<file path="src/rtl/can_fault_confine.sv">
// CAN fault-confinement unit: transmit/receive error counters, error-state
// FSM (error-active, warning, error-passive, bus-off, recovery) and the
// bus-off recovery sequence counter with optional host-gated restart.
module can_fault_confine #(
    parameter int unsigned CNT_W         = 9,
    parameter int unsigned WARN_LIMIT    = 96,
    parameter int unsigned PASSIVE_LIMIT = 128,
    parameter int unsigned BUSOFF_LIMIT  = 256,
    parameter int unsigned REC_RELOAD    = 120,
    parameter int unsigned RECOVERY_BITS = 11,
    parameter int unsigned RECOVERY_SEQ  = 128,
    parameter int unsigned AUTO_RECOVER  = 1
) (
    input  logic             clock,
    input  logic             reset,
    input  logic             tx_err,
    input  logic             tx_ok,
    input  logic             rx_err1,
    input  logic             rx_err8,
    input  logic             rx_ok,
    input  logic             bit_strobe,
    input  logic             bus_level,
    input  logic             restart_req,
    output logic [CNT_W-1:0] tec,
    output logic [CNT_W-1:0] rec,
    output logic             erroractive,
    output logic             errorpassive,
    output logic             busoff,
    output logic             warnsig,
    output logic             irqsig,
    output logic [2:0]       irq_cause,
    output logic [7:0]       seq_count
);

    typedef enum logic [2:0] {
        ERR_ACTIVE  = 3'b000,
        ERR_PASSIVE = 3'b001,
        BUS_OFF     = 3'b010,
        RECOVER     = 3'b011,
        WARNING     = 3'b100
    } state_t;

    localparam int unsigned RUN_W = $clog2(RECOVERY_BITS + 1);

    localparam logic [CNT_W-1:0] C_ONE     = CNT_W'(1);
    localparam logic [CNT_W-1:0] C_WARN    = CNT_W'(WARN_LIMIT);
    localparam logic [CNT_W-1:0] C_PASSIVE = CNT_W'(PASSIVE_LIMIT);
    localparam logic [CNT_W-1:0] C_BUSOFF  = CNT_W'(BUSOFF_LIMIT);
    localparam logic [CNT_W-1:0] C_REC_MAX = CNT_W'(BUSOFF_LIMIT - 1);
    localparam logic [CNT_W-1:0] C_RELOAD  = CNT_W'(REC_RELOAD);

    // Sums are formed one bit wider so saturation is decided before wrap.
    localparam logic [CNT_W:0] W_ONE     = (CNT_W+1)'(1);
    localparam logic [CNT_W:0] W_EIGHT   = (CNT_W+1)'(8);
    localparam logic [CNT_W:0] W_BUSOFF  = (CNT_W+1)'(BUSOFF_LIMIT);
    localparam logic [CNT_W:0] W_REC_MAX = (CNT_W+1)'(BUSOFF_LIMIT - 1);

    localparam logic [RUN_W-1:0] RUN_ONE  = RUN_W'(1);
    localparam logic [RUN_W-1:0] RUN_LAST = RUN_W'(RECOVERY_BITS - 1);

    localparam logic [7:0] SEQ_ONE  = 8'd1;
    localparam logic [7:0] SEQ_DONE = 8'(RECOVERY_SEQ);

    localparam logic ARM_INIT = (AUTO_RECOVER != 0);

    state_t             state;
    state_t             state_n;
    logic [CNT_W-1:0]   tec_upd;
    logic [CNT_W-1:0]   rec_upd;
    logic [CNT_W-1:0]   tec_n;
    logic [CNT_W-1:0]   rec_n;
    logic [CNT_W:0]     tec_sum8;
    logic [CNT_W:0]     rec_sum8;
    logic [CNT_W:0]     rec_sum1;
    logic [RUN_W-1:0]   run;
    logic [RUN_W-1:0]   run_n;
    logic [7:0]         seq_n;
    logic               armed;
    logic               armed_n;
    logic               tec_busoff;
    logic               any_passive;
    logic               any_warn;

    // Threshold flags taken from the registered counters.
    assign tec_busoff  = (tec >= C_BUSOFF);
    assign any_passive = (tec >= C_PASSIVE) || (rec >= C_PASSIVE);
    assign any_warn    = (tec >= C_WARN) || (rec >= C_WARN);

    // Status decode straight from the state register.
    assign erroractive  = (state == ERR_ACTIVE) || (state == WARNING) || (state == RECOVER);
    assign errorpassive = (state == ERR_PASSIVE);
    assign busoff       = (state == BUS_OFF);
    assign warnsig      = (state == WARNING);

    // Candidate TEC value from the transmit strobes (tx_err wins, clamps at bus-off limit).
    always_comb begin
        tec_sum8 = {1'b0, tec} + W_EIGHT;
        tec_upd  = tec;
        if (tx_err) begin
            tec_upd = (tec_sum8 >= W_BUSOFF) ? C_BUSOFF : tec_sum8[CNT_W-1:0];
        end else if (tx_ok && (tec != '0)) begin
            tec_upd = tec - C_ONE;
        end
    end

    // Candidate REC value from the receive strobes (err8 > err1 > ok).
    always_comb begin
        rec_sum8 = {1'b0, rec} + W_EIGHT;
        rec_sum1 = {1'b0, rec} + W_ONE;
        rec_upd  = rec;
        if (rx_err8) begin
            rec_upd = (rec_sum8 >= W_REC_MAX) ? C_REC_MAX : rec_sum8[CNT_W-1:0];
        end else if (rx_err1) begin
            rec_upd = (rec_sum1 >= W_REC_MAX) ? C_REC_MAX : rec_sum1[CNT_W-1:0];
        end else if (rx_ok) begin
            if (rec >= C_PASSIVE) begin
                rec_upd = C_RELOAD;
            end else if (rec != '0) begin
                rec_upd = rec - C_ONE;
            end
        end
    end

    // Next-state and next-counter selection for every error state.
    always_comb begin
        state_n = state;
        tec_n   = tec;
        rec_n   = rec;
        seq_n   = seq_count;
        run_n   = run;
        armed_n = armed;
        case (state)
            ERR_ACTIVE: begin
                tec_n = tec_upd;
                rec_n = rec_upd;
                if (tec_busoff) begin
                    state_n = BUS_OFF;
                end else if (any_passive) begin
                    state_n = ERR_PASSIVE;
                end else if (any_warn) begin
                    state_n = WARNING;
                end
            end
            WARNING: begin
                tec_n = tec_upd;
                rec_n = rec_upd;
                if (tec_busoff) begin
                    state_n = BUS_OFF;
                end else if (any_passive) begin
                    state_n = ERR_PASSIVE;
                end else if (!any_warn) begin
                    state_n = ERR_ACTIVE;
                end
            end
            ERR_PASSIVE: begin
                tec_n = tec_upd;
                rec_n = rec_upd;
                if (tec_busoff) begin
                    state_n = BUS_OFF;
                end else if (!any_passive) begin
                    state_n = any_warn ? WARNING : ERR_ACTIVE;
                end
            end
            BUS_OFF: begin
                if (seq_count >= SEQ_DONE) begin
                    state_n = RECOVER;
                end else begin
                    if (!armed && restart_req) begin
                        armed_n = 1'b1;
                    end
                    // A dominant bit breaks the current recessive run.
                    if (armed && bit_strobe) begin
                        if (!bus_level) begin
                            run_n = '0;
                        end else if (run == RUN_LAST) begin
                            run_n = '0;
                            seq_n = seq_count + SEQ_ONE;
                        end else begin
                            run_n = run + RUN_ONE;
                        end
                    end
                end
            end
            RECOVER: begin
                state_n = ERR_ACTIVE;
                tec_n   = '0;
                rec_n   = '0;
                seq_n   = '0;
                run_n   = '0;
                armed_n = ARM_INIT;
            end
            default: begin
                state_n = ERR_ACTIVE;
                tec_n   = '0;
                rec_n   = '0;
                seq_n   = '0;
                run_n   = '0;
                armed_n = ARM_INIT;
            end
        endcase
    end

    // State/counter registers with the state-change interrupt pulse and cause.
    always_ff @(posedge clock) begin
        if (!reset) begin
            state     <= ERR_ACTIVE;
            tec       <= '0;
            rec       <= '0;
            seq_count <= '0;
            run       <= '0;
            armed     <= ARM_INIT;
            irqsig    <= 1'b0;
            irq_cause <= '0;
        end else begin
            state     <= state_n;
            tec       <= tec_n;
            rec       <= rec_n;
            seq_count <= seq_n;
            run       <= run_n;
            armed     <= armed_n;
            irqsig    <= (state_n != state);
            if (state_n != state) begin
                irq_cause <= state_n;
            end
        end
    end

endmodule

</file>
<file path="config.mk">
export PLATFORM = sky130hd
export DESIGN_NAME = can_fault_confine
export DESIGN_NICKNAME = d
export VERILOG_FILES = /design/src/rtl/can_fault_confine.sv
export SDC_FILE = /design/constraint.sdc
export NUM_CORES = 1
export LEC_CHECK = 0
export CAP_MARGIN = 20
export CORE_AREA = 2 2 87 122
export CTS_CLUSTER_SIZE = 24
export DETAILED_ROUTE_END_ITERATION = 8
export DIE_AREA = 0 0 89 124
export GPL_TIMING_DRIVEN = 0
export PLACE_DENSITY = 0.58
export SYNTH_ARGS = -nofsm -noshare
export SYNTH_HDL_FRONTEND = slang
export SYNTH_SLANG_ARGS = --single-unit
export TNS_END_PERCENT = 50
</file>
<file path="constraint.sdc">
create_clock -name clock -period 1.9 [get_ports clock]
set_input_delay 0.285 -clock clock [delete_from_list [all_inputs] [get_ports clock]]
set_output_delay 0.285 -clock clock [all_outputs]
set_load 0.02 [all_outputs]
</file>
==> qor.csv, run 1 <==
metric;value;unit
CTS max path bufs;2;
Critical R2R Launch;rec[3];
CTS Root Cell;clkbuf_16;
run status;finished with violations;
Hold Vio Cnt, Final;0;
Worst setup SP type;flip-flop;
Yosys top cell area share;25.29;%
Clock power frac;16.3;%
number of fill cells;988;
Setup TNS;-0.1516;ns
DRT iter0 DRCs;148;
Yosys reg bits;37;
Setup Skew;0.006402;ns
Slew headroom;53.03;%
input/output buffers;41;
Worst-path clk slew;0.06;ns
crit share post-route;104.4;%
cell accounting for the most synthesized area;dfxtp_1;
die area;11040;um^2
die span in y;124;um
NumNets Final;447;
CP max stage delay;0.41;ns
final worst path period need;1.984;ns
RSZ-0062 raised after global routing;true;
final setup violation count;3;
top cells by area, synth;dfxtp_1 (25%), ha_1 (6.0%), nor2_1 (4.2%);
TritonCTS clock tree;yes;
grt total ovfl;0;
Avg Synthesized Cell Area;8.490;um^2
initial core utilization;29.59;%
power per standard cell area;1536;nW/um^2
most common cell in the synthesized netlist;dfxtp_1;
later-pin clock latency in the skew report;0.28;ns
Max VDD drop;608.4;uV
Rows;43;
critical path type;reg -> reg;
Seq/Total Area, Yosys;25.29;%
Max Slew Vio Count;0;
gpl congestion;0.9466;
Num CTS Buffers;5;
failing checks;negative setup slack;
highest net fanout along the worst path;8;
synth warn;0;
Switch Pwr;2.774;mW
Internal Power;3.667;mW
slowest stage cell, crit path;dfxtp_4;
wire per inst;16.08;um
Async S/R FF share, synth;0;%
Post-CTS Hold Buffers;0;
Yosys cell types;79;
Net Sw Frac;43.06;%
layout cells sized above 1;30.19;%
Post-route DRC;0;
smallest setup slack after layout;-0.08443;ns
Main synth FF type;dfxtp_1;
hold slack;0.3922;ns
DIE WIDTH;89;um
Arr. time, crit path;2.21;ns
IO Count;44;
FMAX;503.9;MHz
R2R Setup Slk;-0.08;ns
first-pass GRT wire length;13660;um
Worst Hold Launch;reset;
commonest cells in the netlist;dfxtp_1 (37), nor2_1 (33), nand2_1 (26), a21oi_1 (19), inv_1 (18);
Syn Inst Count;345;
max_cap viols;0;
Critical Path End Type;flip-flop;
Post-synth EDFFs;0;
vias post-DR;2946;
1st-pass router iterations;5;
clock sinks;37;
Post-Route WL;8986;um
Place WS;-0.3522;ns
core area;9899;um^2
H-tree levels;2;
initial antenna violation count;0;
pin count of the biggest net entering global routing;14;
worst hold path type;in -> reg;
Reg power frac;20.4;%
# diodes;0;
antenna viol nets, final;0;
post-detail-place hpwl;6199;um
Leak;1.588;nW
crit path cell chain;buf_8 > clkinvlp_4 > ha_4 > and3_4 > a41oi_4 > buf_6 > a2111oi_4 > a211o_1;
combinational fraction of design power;63.3;%
vias in the first global route;2802;
global-route usage over all layers;15.74;%
vias per inst;5.270;
WP data required;2.12;ns
Worst Tran Pin Value;0.6998;ns
Post-Synthesis Cell Area;2929;um^2
worst setup path start;rec[3];
Synth-to-Final Area Change;43.19;%
Synth Net Count;369;
[critical path: cells and delay by family (launching register included)]
| family | cells | cell delay (ns) |
|---|---|---|
| AO/OA/AOI/OAI | 3 | 0.61 |
| adder cells (fa/ha/maj) | 1 | 0.28 |
| AND/OR/NAND/NOR | 1 | 0.19 |
| flip-flops | 1 | 0.41 |
| buffers and inverters | 3 | 0.42 |
[flip-flops by register name, summed over array words and instances, names as in the netlist]
signal	count
state	3
irqsig	1
seq_count	8
tec	9
run	4
rec	9
irq_cause	3
[placed cells by master, fill, tap and decap left out, drive strengths merged, types with 9 or more instances in the layout]
cell,instances
inv,18
clkbuf,18
nand2,27
ha,14
xor2,11
o21ai,14
nor2,34
nand4,9
a21oi,21
clkdlybuf4s50,37
dfxtp,37
buf,43
nand3,10
nor3,10
[stage by stage]
stage / std cells / util, % / cell area [um^2] / power [mW]
after floorplan: 345 / - / 2953 / 3.601
after global placement: 521 / 35.68 / 3532 / 4.549
after detailed placement: 521 / 35.68 / 3532 / 4.579
after CTS: 536 / 39.26 / 3886 / 5.888
after global routing: 559 / 42.37 / 4194 / 6.848
final: 559 / 42.37 / 4194 / 6.441
[worst paths after layout]
path | cells past startpoint | to
max | 8 | rec[3]
min | 3 | state[2]
max reg2reg | 8 | rec[3]
min reg2reg | 2 | seq_count[7]
[power groups by stage]
stage / registers [mW] / clock network, mW / logic (mW)
after CTS: 1.30 / 1.08 / 3.51
after global routing: 1.35 / 1.11 / 4.39
final: 1.31 / 1.05 / 4.08
after detailed placement: 1.29 / 0 / 3.29
after global placement: 1.29 / 0 / 3.26
after floorplan: 1.44 / 0 / 2.16
[cell type report]
class / count / area (um^2) / share of cell area, %
plain buffers: 24 / 239.0 / 5.698
well taps: 135 / 168.9 / 4.027
clock buffers: 6 / 150.1 / 3.580
clock inverters: 2 / 38.79 / 0.9248
multi-input cells: 266 / 2121 / 50.57
inverters: 18 / 73.82 / 1.760
repair buffers: 71 / 638.1 / 15.21
flip-flops and latches: 37 / 764.5 / 18.23
[layer usage]
layer	track usage (%)	share of wire, %
met1	18.65	40
met2	28.22	52
met3	2.121	4.9
met4	6.157	2.7
met5	0	0
[what timing repair did]
action / CTS / global route
gates resized for setup: 29 / 40
pin swaps: 9 / 20
endpoints found under the setup margin: 17 / 24
gates cloned: 0 / 1
setup buffers: 7 / 23
[kinds of logic after synthesis]
logic type               Yosys count  synth area share [%]
adder cells (fa/ha/maj)           14                 5.980
multiplexers                       3                 1.153
flip-flops                        37                 25.29
buffers and inverters             43                 9.910
XOR/XNOR                          17                 5.083
AO/OA/AOI/OAI                     94                 25.89
AND/OR/NAND/NOR                  137                 26.70
No activity file was read; power rests on OpenSTA's default activity.
==> run 2, diff against run 1 <==
Settings changed: DONT_BUFFER_PORTS set to 1, PLACE_DENSITY 0.58 to 0.51.
Clock period 1.9 ns to 2.2 ns, I/O delays scaled along.
==> run 2 against run 1 <==
Net effect: clock power is 32% lower; die area stayed put; core utilization is 8.7 points lower; via count is 11% lower; total power is 31% lower; clock skew is 0.00058 ns higher; cell area is 21% lower; the flow now finishes without violations; sequential cell count stayed put; register-to-register slack better by 0.14 ns; hold slack better by 0.0052 ns; first-iteration DRC count is 21% lower; critical path depth is 1 lower.
==> qor.csv, run 2 (synthesis gave the netlist of run 1 again) <==
metric;value;unit;change
Slew headroom;49.76;%;-3.3 points
global-route usage over all layers;15.43;%;-0.31 points
die span in y;124;um;unchanged
Num CTS Buffers;5;;unchanged
Critical Path End Type;flip-flop;;
DRT iter0 DRCs;117;;-21%
final setup violation count;0;;-3
power per standard cell area;1329;nW/um^2;-13%
Worst-path clk slew;0.06;ns;about the same
Final Power;4.429;mW;-31%
antenna viol nets, final;0;;unchanged
worst hold path type;in -> reg;;
crit path cell chain;buf_6 > inv_1 > ha_1 > and3_2 > a41oi_4 > o21ai_1 > a221o_1;;
Post-Route Utilization;33.67;%;-8.7 points
highest net fanout along the worst path;10;;+2
Rows;43;;unchanged
Arr. time, crit path;2.31;ns;+0.10 ns
layer with the highest usage;met2;;
NumNets Final;378;;-15%
Reg power frac;29.7;%;+9.3 points
smallest setup slack after layout;0.05981;ns;+0.1442 ns
Worst Tran Pin Value;0.7519;ns;+0.05210 ns
hold slack;0.3975;ns;+0.005223 ns
1st-pass router iterations;4;;-1
FMAX;467.2;MHz;-7.3%
run status;finished, final reports clean;;
Max Slew Vio Count;0;;unchanged
CTS max path bufs;2;;unchanged
CP Buf/Inv Count;2;;-1
Synth-to-Final Area Change;13.80;%;
met2 usage;27.47;%;-0.75 points
Setup Skew;0.006982;ns;+0.0005801 ns
first-pass GRT wire length;13320;um;-2.5%
H-tree levels;2;;unchanged
crit share post-route;97.28;%;-7.2 points
critical path type;reg -> reg;;
CP delay by family, top;compound AO/OA/AOI/OAI gates;;
final worst path period need;2.140;ns;+0.1558 ns
Worst setup SP type;flip-flop;;
initial core utilization;29.59;%;unchanged
gpl congestion;0.8670;;-8.4%
later-pin clock latency in the skew report;0.28;ns;about the same
met3 Use GR;4.440;%;+2.3 points
die area;11040;um^2;unchanged
Post-Route WL;8208;um;-8.7%
vias in the first global route;2565;;-8.5%
vias post-DR;2608;;-11%
layout cells sized above 1;23.10;%;-7.1 points
max_cap viols;0;;unchanged
Post-route DRC;0;;unchanged
initial antenna violation count;1;;+1
clock sinks;37;;unchanged
Switch Pwr;2.119;mW;-24%
CTS Root Cell;clkbuf_16;;
post-detail-place hpwl;6243;um;+0.71%
Internal Power;2.309;mW;-37%
wire per inst;16.72;um;+4.0%
met1 usage;17.83;%;-0.81 points
Net Sw Frac;47.86;%;+4.8 points
Place WS;-0.2725;ns;+0.07974 ns
WP data required;2.37;ns;+0.25 ns
Leak;1.235;nW;-22%
grt total ovfl;0;;unchanged
Largest regs;rec: 9 flops, tec: 9 flops, seq_count: 8 flops;;
RSZ-0062 raised after global routing;true;;
pin count of the biggest net entering global routing;14;;unchanged
CP max stage delay;0.44;ns;+0.03 ns
IO Count;44;;unchanged
Max VDD drop;544.5;uV;-11%
DIE WIDTH;89;um;unchanged
most frequent cells in the layout;nor2_1 (32), dfxtp_1 (28), nand2_1 (26);;
TritonCTS clock tree;yes;;
Hold Vio Cnt, Final;0;;unchanged
slowest stage cell, crit path;dfxtp_4;;
most common cell after layout, fill and taps aside;nor2_1;;
number of fill cells;1062;;+7.5%
core area;9899;um^2;unchanged
vias per inst;5.312;;+0.79%
combinational fraction of design power;54.1;%;-9.2 points
Clock power frac;16.2;%;about the same
input/output buffers;0;;-100%
==> run 2: cell count changes in the layout (fill, tap and decap cells not counted), moves of 3 or more <==
| cell | delta |
|---|---|
| buf_4 | -27 |
| dlygate4sd2_1 | -3 |
| buf_8 | -4 |
| dfxtp_2 | +4 |
| dfxtp_4 | -4 |
| a2111oi_4 | -3 |
| clkdlybuf4s50_1 | -37 |
| inv_1 | +3 |
==> run 2: final cells by class <==
class / instances / area, um^2 / share of cell area, %
antenna: 1 / 2.502 / 0.07508
inverter: 18 / 67.56 / 2.027
sequential: 37 / 754.5 / 22.64
tap: 135 / 168.9 / 5.068
multi-input combinational: 265 / 1949 / 58.48
clock inverter: 3 / 22.52 / 0.6757
clock buffer: 5 / 125.1 / 3.754
buffer: 25 / 227.7 / 6.832
timing repair buffer: 2 / 15.01 / 0.4505
==> run 2: through the flow <==
step,cell area (um^2),std cells,setup TNS (ns)
after CTS,3269,488,0
after detailed placement,3098,480,-0.9962
after global placement,3098,480,-1.294
after global routing,3333,491,-0.04313
final,3333,491,0
after floorplan,2929,345,0
==> run 2: repair_timing <==
action | CTS | global route
buffers inserted | 0 | 2
gates resized for setup | 7 | 17
endpoints found under the hold margin | 0 | 0
hold buffers | 0 | 0
cloned | 0 | 0
pin swaps | 0 | 1
endpoints found under the setup margin | 7 | 12
==> run 2: metal layers <==
metal,routed length [um],vias up
li1,-,1273
met1,3339,1252
met2,4227,70
met3,490,13
met4,150,0
met5,0,-
==> run 2: tightest hold or removal path, cell delays in order <==
cell and delay, ns:
nor3_1 0.03, o221ai_1 0.16, a22o_1 0.13
==> run 2: power by group through the flow <==
| stage | Sequential, mW | Combinational (mW) | Clock (mW) |
|---|---|---|---|
| 2_1_floorplan | 1.22 | 1.86 | 0 |
| 3_3_place_gp | 1.32 | 2.29 | 0 |
| 3_5_place_dp | 1.31 | 2.30 | 0 |
| 4_1_cts | 1.31 | 2.33 | 0.740 |
| 5_1_grt | 1.35 | 2.63 | 0.766 |
| 6_report | 1.32 | 2.40 | 0.717 |
==> run 2: path summary, 6_finish.rpt <==
kind,startpoint,cells after the start,endpoint,slack [ns]
hold / removal,rx_err1,3,rec[0],0.40
setup reg to reg,rec[3],7,rec[7],0.06
hold reg to reg,run[1],2,run[1],0.54
setup / recovery,rec[3],7,rec[7],0.06
==> run 3, diff against run 2 <==
Settings changed: CORE_AREA 2 2 87 122 to 3 3 88 123, DIE_AREA 0 0 89 124 to 0 0 91 126.
==> run 3 against run 2 <==
Net effect: clock skew grew 0.00091 ns; sequential power about the same; via count shrank 1.8%; global-route usage down 0.97 points; core utilization up 0.56 points; sequential cell count did not move; fmax is 0.87% higher; total power is 4.0% higher; first-iteration DRC count decreased by 44%; register-to-register slack improved by 0.02 ns; largest power group unchanged.
==> qor.csv, run 3 (synthesis gave the netlist of run 1 again) <==
metric;value;unit;change
Net Sw Frac;46.76;%;-1.1 points
highest net fanout along the worst path;9;;-1
# diodes;0;;-1
Post-route DRC;0;;unchanged
Num CTS Buffers;5;;unchanged
1st-pass router iterations;4;;unchanged
Clock power frac;18.5;%;+2.3 points
Post-CTS Hold Buffers;0;;unchanged
Worst-path clk slew;0.06;ns;about the same
Switch Pwr;2.154;mW;+1.7%
antenna viol nets, final;0;;unchanged
Worst Tran Pin Value;0.7076;ns;-0.04430 ns
slowest stage cell, crit path;dfxtp_2;;
initial antenna violation count;0;;-1
DIE WIDTH;91;um;+2.2%
input/output buffers;0;;unchanged
global-route usage over all layers;14.46;%;-0.97 points
Largest regs;rec: 9 flops, tec: 9 flops, seq_count: 8 flops;;
Final Instance Area;3388;um^2;+1.7%
vias per inst;5.207;;-2.0%
die area;11470;um^2;+3.9%
crit share post-route;96.44;%;-0.84 points
max_cap viols;0;;unchanged
layout cells sized above 1;23.53;%;+0.43 points
CTS max path bufs;2;;unchanged
Internal Power;2.453;mW;+6.2%
most common cell after layout, fill and taps aside;nor2_1;;
TritonCTS clock tree;yes;;
Rows;43;;unchanged
Critical Path End Type;flip-flop;;
WP data required;2.38;ns;about the same
final worst path period need;2.122;ns;-0.01853 ns
power per standard cell area;1360;nW/um^2;+2.4%
Arr. time, crit path;2.30;ns;about the same
DRT iter0 DRCs;66;;-44%
worst hold path type;in -> reg;;
Slew headroom;52.72;%;+3.0 points
core area;9899;um^2;unchanged
gpl congestion;0.8959;;+3.3%
IO Count;44;;unchanged
DP Area;3098;um^2;unchanged
Reg power frac;28.7;%;-1.0 points
Hold Vio Cnt, Final;0;;unchanged
CTS Root Cell;clkbuf_16;;
Max VDD drop;464.3;uV;-15%
pin count of the biggest net entering global routing;14;;unchanged
grt total ovfl;0;;unchanged
most frequent cells in the layout;nor2_1 (33), dfxtp_1 (28), nand2_1 (26);;
hold slack;0.3864;ns;-0.01110 ns
Synth-to-Final Area Change;15.68;%;
CP max stage delay;0.43;ns;about the same
FMAX;471.3;MHz;+0.87%
NumNets Final;380;;+0.53%
Post-Route WL;8398;um;+2.3%
first-pass GRT wire length;13360;um;+0.31%
Leak;1.260;nW;+2.0%
post-detail-place hpwl;6270;um;+0.43%
clock sinks;37;;unchanged
combinational fraction of design power;52.8;%;-1.3 points
vias post-DR;2562;;-1.8%
Worst setup SP type;flip-flop;;
run status;finished, final reports clean;;
crit path cell chain;inv_1 > ha_1 > nor4b_1 > a21boi_1 > o21bai_4 > a31o_2 > o21bai_1 > a31o_1;;
wire per inst;17.07;um;+2.1%
H-tree levels;2;;unchanged
final setup violation count;0;;unchanged
Max Slew Vio Count;0;;unchanged
die span in y;126;um;+1.6%
Setup Skew;0.007895;ns;+0.0009127 ns
vias in the first global route;2510;;-2.1%
later-pin clock latency in the skew report;0.29;ns;about the same
critical path type;reg -> reg;;
initial core utilization;29.59;%;unchanged
run 3: metrics by stage:
step           util (%)  worst slack (ns)  power, mW  std cells  setup TNS [ns]
4_1_cts           33.28          0.001794      4.528        488               0
3_3_place_gp      31.29           -0.2714      3.605        480         -0.8946
5_1_grt           34.23          -0.02740      4.947        492        -0.03548
6_report          34.23           0.07834      4.608        492               0
3_5_place_dp      31.29           -0.2754      3.625        480         -0.8248
2_1_floorplan         -           0.07926      3.083        345               0
run 3: final timing paths:
path	startpoint	to	slack (ns)	depth (start not counted)
worst max register to register	tec[0]	tec[2]	0.08	8
worst max-delay path	tec[0]	tec[2]	0.08	8
worst min register to register	run[1]	run[1]	0.54	2
worst min-delay path	tx_err	tec[0]	0.39	3
run 3: routing by layer:
metal	part of all wire, %	vias up	GRT usage, %
met3	5.3	10	4.301
met2	51	59	25.72
met1	42	1209	16.48
met5	0	-	0
li1	-	1284	-
met4	1.6	0	4.529
run 3: power by group through the flow:
stage | logic, mW | clock network (mW) | registers, mW
2_1_floorplan | 1.86 | 0 | 1.22
3_3_place_gp | 2.29 | 0 | 1.31
3_5_place_dp | 2.31 | 0 | 1.32
4_1_cts | 2.33 | 0.878 | 1.32
5_1_grt | 2.68 | 0.903 | 1.36
6_report | 2.43 | 0.851 | 1.32
run 3: critical path, delay by kind of cell, from the launching register on:
kind            cells  cell delay [ns]
flops               1             0.43
buf+inv             1             0.09
fa+ha+maj           1             0.20
simple gates        1             0.14
compound gates      5             1.15
run 3: area by class of cell:
cell class	instances	area (um^2)
Fill cell	1088	6511
Sequential cell	37	757.0
Multi-Input combinational cell	265	1962
Inverter	18	71.32
Buffer	25	227.7
Clock inverter	3	46.29
Timing Repair Buffer	4	30.03
Clock buffer	5	125.1
Tap cell	135	168.9
run 3: repair_timing:
action | CTS | global route
endpoints found under the hold margin | 0 | 0
gates resized for setup | 8 | 19
setup endpoints to repair | 7 | 14
buffers inserted | 0 | 4
pin swaps | 0 | 1
